$ cat src/rtl/seq_shifter.sv
// seq_shifter: multi-cycle SLL/SRL/SRA shift unit that shifts STEP bit positions per clock.
// The handshake is start/busy/done, and the result is held in dout until the next completion.
// Optional feature macro: SEQ_SHIFTER_ROTATE_EN.
//   Defined:   op=11 rotates left.
//   Undefined: op=11 completes in one edge with dout=din, and no rotate logic is built.
module seq_shifter #(
   parameter int WIDTH   = 32,
   parameter int STEP    = 1,
   parameter int SHAMT_W = 5
) (
   input  logic               clk,
   input  logic               rst,
   input  logic               start,
   input  logic [1:0]         op,
   input  logic [WIDTH-1:0]   din,
   input  logic [SHAMT_W-1:0] shamt,
   output logic               busy,
   output logic               done,
   output logic [WIDTH-1:0]   dout
);

   localparam logic [1:0] OP_SLL = 2'b00;
   localparam logic [1:0] OP_SRL = 2'b01;
   localparam logic [1:0] OP_SRA = 2'b10;
   localparam logic [1:0] OP_ROL = 2'b11;

   // The step size needs one bit more than the shift amount, because STEP may equal WIDTH.
   localparam logic [SHAMT_W:0] STEP_K = (SHAMT_W+1)'(STEP);

`ifdef SEQ_SHIFTER_ROTATE_EN
   localparam logic ROL_BYPASS = 1'b0;
`else
   localparam logic ROL_BYPASS = 1'b1;
`endif

   typedef enum logic [1:0] {
      S_IDLE  = 2'd0,
      S_SHIFT = 2'd1,
      S_DONE  = 2'd2
   } state_t;

   state_t             state_q;
   logic [WIDTH-1:0]   work_q;
   logic [SHAMT_W-1:0] rem_q;
   logic [1:0]         opr_q;
   logic               busy_q;
   logic               done_q;
   logic [WIDTH-1:0]   dout_q;

   logic [SHAMT_W:0]   k_d;
   logic [SHAMT_W-1:0] rem_d;
   logic [WIDTH-1:0]   shift_d;

   // Shift w by the constant amount amt.
   // SRA replicates the current MSB of w, so the original sign carries through every step.
   function automatic logic [WIDTH-1:0] shift_fn(input logic [WIDTH-1:0] w,
                                                  input logic [1:0]       o,
                                                  input int               amt);
      logic [WIDTH-1:0] r;
      case (o)
         OP_SLL:  r = w << amt;
         OP_SRL:  r = w >> amt;
         OP_SRA:  r = WIDTH'($signed(w) >>> amt);
`ifdef SEQ_SHIFTER_ROTATE_EN
         OP_ROL:  r = (w << amt) | (w >> (WIDTH - amt));
`endif
         default: r = w;
      endcase
      return r;
   endfunction

   // Per-step datapath.
   // k = min(STEP, rem). The shift result is a (STEP)-way select of constant shifts,
   // so no full barrel shifter is built.
   always_comb begin
      k_d     = ({1'b0, rem_q} < STEP_K) ? {1'b0, rem_q} : STEP_K;
      rem_d   = rem_q - k_d[SHAMT_W-1:0];
      shift_d = '0;
      for (int i = 1; i <= STEP; i++) begin
         shift_d = shift_d | ({WIDTH{k_d == (SHAMT_W+1)'(i)}} & shift_fn(work_q, opr_q, i));
      end
   end

   // Control FSM with the operand registers and the registered outputs.
   always_ff @(posedge clk) begin
      if (rst) begin
         state_q <= S_IDLE;
         work_q  <= '0;
         rem_q   <= '0;
         opr_q   <= 2'b00;
         busy_q  <= 1'b0;
         done_q  <= 1'b0;
         dout_q  <= '0;
      end else begin
         case (state_q)
            S_IDLE: begin
               if (start) begin
                  work_q <= din;
                  rem_q  <= shamt;
                  opr_q  <= op;
                  busy_q <= 1'b1;
                  if ((shamt == '0) || (ROL_BYPASS && (op == OP_ROL))) begin
                     state_q <= S_DONE;
                     done_q  <= 1'b1;
                     dout_q  <= din;
                  end else begin
                     state_q <= S_SHIFT;
                     done_q  <= 1'b0;
                  end
               end else begin
                  state_q <= S_IDLE;
                  busy_q  <= 1'b0;
                  done_q  <= 1'b0;
               end
            end
            S_SHIFT: begin
               work_q <= shift_d;
               rem_q  <= rem_d;
               if (rem_d == '0) begin
                  state_q <= S_DONE;
                  done_q  <= 1'b1;
                  dout_q  <= shift_d;
               end else begin
                  state_q <= S_SHIFT;
                  done_q  <= 1'b0;
               end
            end
            S_DONE: begin
               state_q <= S_IDLE;
               busy_q  <= 1'b0;
               done_q  <= 1'b0;
            end
            default: begin
               state_q <= S_IDLE;
               busy_q  <= 1'b0;
               done_q  <= 1'b0;
            end
         endcase
      end
   end

   assign busy = busy_q;
   assign done = done_q;
   assign dout = dout_q;

endmodule

$ cat config.mk
export PLATFORM = sky130hd
export DESIGN_NAME = seq_shifter
export DESIGN_NICKNAME = d
export VERILOG_FILES = /design/src/rtl/seq_shifter.sv
export SDC_FILE = /design/constraint.sdc
export NUM_CORES = 1
export LEC_CHECK = 0
export ABC_AREA = 1
export CAP_MARGIN = 20
export CORE_MARGIN = 8
export CORE_UTILIZATION = 50
export CTS_CLUSTER_SIZE = 14
export DETAILED_ROUTE_END_ITERATION = 8
export PLACE_DENSITY = 0.77
export REMOVE_ABC_BUFFERS = 1
export SYNTH_ARGS = -nofsm -noshare
export SYNTH_HDL_FRONTEND = slang
export SYNTH_SLANG_ARGS = --single-unit
$ cat constraint.sdc
create_clock -name clk -period 3.3 [get_ports clk]
set_input_delay 0.66 -clock clk [delete_from_list [all_inputs] [get_ports clk]]
set_output_delay 0.66 -clock clk [all_outputs]
set_load 0.02 [all_outputs]
==> metrics.md <==
| Metric | Value |
|---|---|
| Outcome | `completed` |
| Slew @ Worst Pin | `1010 ps` |
| Clock root cell | `clkbuf_8` |
| Multi-input gate area in the final layout | `2060 µm²` |
| Register area share after synthesis | `36.2%` |
| Fill cells | `755` |
| Synth top area cells | `dfxtp_1, nand2_1, nor2_1` |
| Sinks on Clock Net | `74` |
| Crit path max fanout | `31` |
| Worst setup SP type | `register` |
| YS warnings | `0` |
| Fmax | `435 MHz` |
| Post-synth top area cell | `dfxtp_1` |
| Worst-path clk slew | `80 ps` |
| Clock Latency Late Sink | `340 ps` |
| Maximum clock insertion buffer count | `2` |
| Slew Viols, Final | `0` |
| Cells after DPL | `792` |
| Post-DP HPWL | `6.64 mm` |
| Dpl ws | `845 ps` |
| CTS resizes | `0` |
| Slew HR | `32.6%` |
| Crit-path most repeated cell | `nor2_1` |
| Synth cell types | `22` |
| IO Port Bufs | `75` |
| Critical-path top delay cell | `dfxtp_1` |
| H-tree depth | `3` |
| Die height | `106 µm` |
| Die X | `106 µm` |
| Min-Delay Path Class | `reg2reg` |
| Nets | `744` |
| Register area | `1480 µm²` |
| Initial Util | `50.5%` |
| Pleak | `2.55 nW` |
| Setup slack after layout | `1000 ps` |
| Routed Antenna Nets | `0` |
| Setup TNS | `0 ps` |
| CP Capture Type | `register` |
| Tcrit/Tclk final | `69.6%` |
| Row Count | `33` |
| DR iter-0 viols | `285` |
| Avg WL per Cell | `13.1 µm` |
| Total congestion overflow | `0` |
| Finished Core Util | `63.0%` |
| Final Power | `3.14 mW` |
| ANT cells | `0` |
| Fin. Hold Viols | `0` |
| Placer congestion estimate | `0.882` |
| Synthesized area per cell | `6.32 µm²` |
| GRT Total Usage | `18.6%` |
| Largest net degree at the start of global routing | `64` |
| Mapped Cells | `647` |
| Most frequent cells in the layout | `nand2_1, nor2_1, inv_1` |
| Initial antenna violation count | `0` |
| Vias in the first global route | `4042` |
| Drt pass-1 iters | `5` |
| Peak VDD IR | `0.000361 V` |
| Setup violations, final | `0` |
| Fin cells | `810` |
| Vias after detailed routing | `4264` |
| Area of the mapped netlist | `4090 µm²` |
| Yosys top cell area share | `36.2%` |
| Placeable Area | `8090 µm²` |
| Total CTS buffers | `9` |
| #FFs+latches synth | `74` |
| Final worst path period need | `2300 ps` |
| Drc violations | `0` |
| DRT Wirelength | `10.6 mm` |
| Crit path DAT | `2530 ps` |
| CTS tree | `done` |
| Ports | `76` |
| Crit path kind | `reg2reg` |
| Layout cells sized above 1 | `4.96%` |
| Postcts setup bufs | `0` |
| DIE AREA | `11300 µm²` |
| DR vias/cell | `5.26` |
| Clk_skew | `7.70 ps` |
| RSZ-0062 raised after global routing | `no` |
| First-pass GRT wire length | `17.9 mm` |
| Max-cap violation count | `0` |
| Pwr dens | `615 nW/µm²` |
| CP required | `3530 ps` |
| Layout area overhead | `24.7%` |
| Most common cell after layout, fill and taps aside | `nand2_1` |
| Hold Buf Count CTS | `0` |
| CP cell instances | `nor2_1 -> inv_1 -> nor2_1 -> nor2_1 -> inv_1 -> ha_1 -> nor2_2 -> nand2_1 -> nand2_1 -> nand2_1 -> nor2_2 -> nand3_2 -> buf_4 -> a21oi_1 -> nor2_1` |
| Max incr delay on CP | `410 ps` |
## final cells by class
class | instances | share of cell area, %
repair buffers | 85 | 16.5
multi-input cells | 445 | 40.4
clock inverters | 5 | 2.45
flip-flops and latches | 74 | 29.0
clock buffers | 11 | 2.77
well taps | 105 | 2.57
inverters | 85 | 6.25
## cells in the mapped netlist
cell	number
nor2_2	3
o21ai_0	25
nand4_1	1
o21bai_1	29
dfxtp_1	74
nand3_2	2
clkinv_1	1
nand3_1	36
a21oi_1	44
nor2_4	1
inv_2	3
ha_1	2
inv_1	81
buf_6	6
a31oi_1	2
buf_2	18
buf_1	6
clkbuf_1	13
o21ai_1	12
nand2_1	151
nor2_1	104
o22ai_1	33
## registers in the layout, summed over array words and instances, names as in the netlist
name,count
busy,1
opr_q,2
dout,32
work_q,32
rem_q,5
state_q,2
## layer usage
layer / track usage, % / part of all wire (%) / up-vias
met5: 0 / 0 / -
met4: 7.94 / 1.9 / 0
met3: 2.78 / 6.3 / 18
met2: 32.4 / 48 / 175
met1: 22.2 / 44 / 1912
li1: - / - / 2159
## final timing paths
path | endpoint | from | cells past startpoint | slack [ps]
worst min register to register | busy | busy | 2 | 480
worst max-delay path | dout[22] | rem_q[1] | 15 | 1000
worst min-delay path | busy | busy | 2 | 480
worst max register to register | dout[22] | rem_q[1] | 15 | 1000
## stage by stage
stage | cell area, µm² | hold slack [ps]
CTS | 5070 | 485
global route | 5100 | 501
global placement | 4810 | 452
floorplan | 3860 | 446
finish | 5100 | 479
detailed placement | 4810 | 467
## kinds of logic after synthesis
kind of cell	synth area share [%]
fa+ha+maj	0.612
buf+inv	13.4
simple gates	29.2
compound gates	20.6
flops	36.2
## power by group
part / switching (mW) / internal (mW)
Sequential: 0.111 / 1.04
Clock: 0.337 / 0.599
Combinational: 0.626 / 0.431
Total: 1.07 / 2.07
## worst max-delay path: cells and delay by family (launching register included)
kind	cells	cell delay, ps
and+or+nand+nor	10	940
DFF	1	410
buffers and inverters	3	390
adders and majority gates	1	230
AOI/OAI and AO/OA	1	190
(Power assumes the default switching activity.)
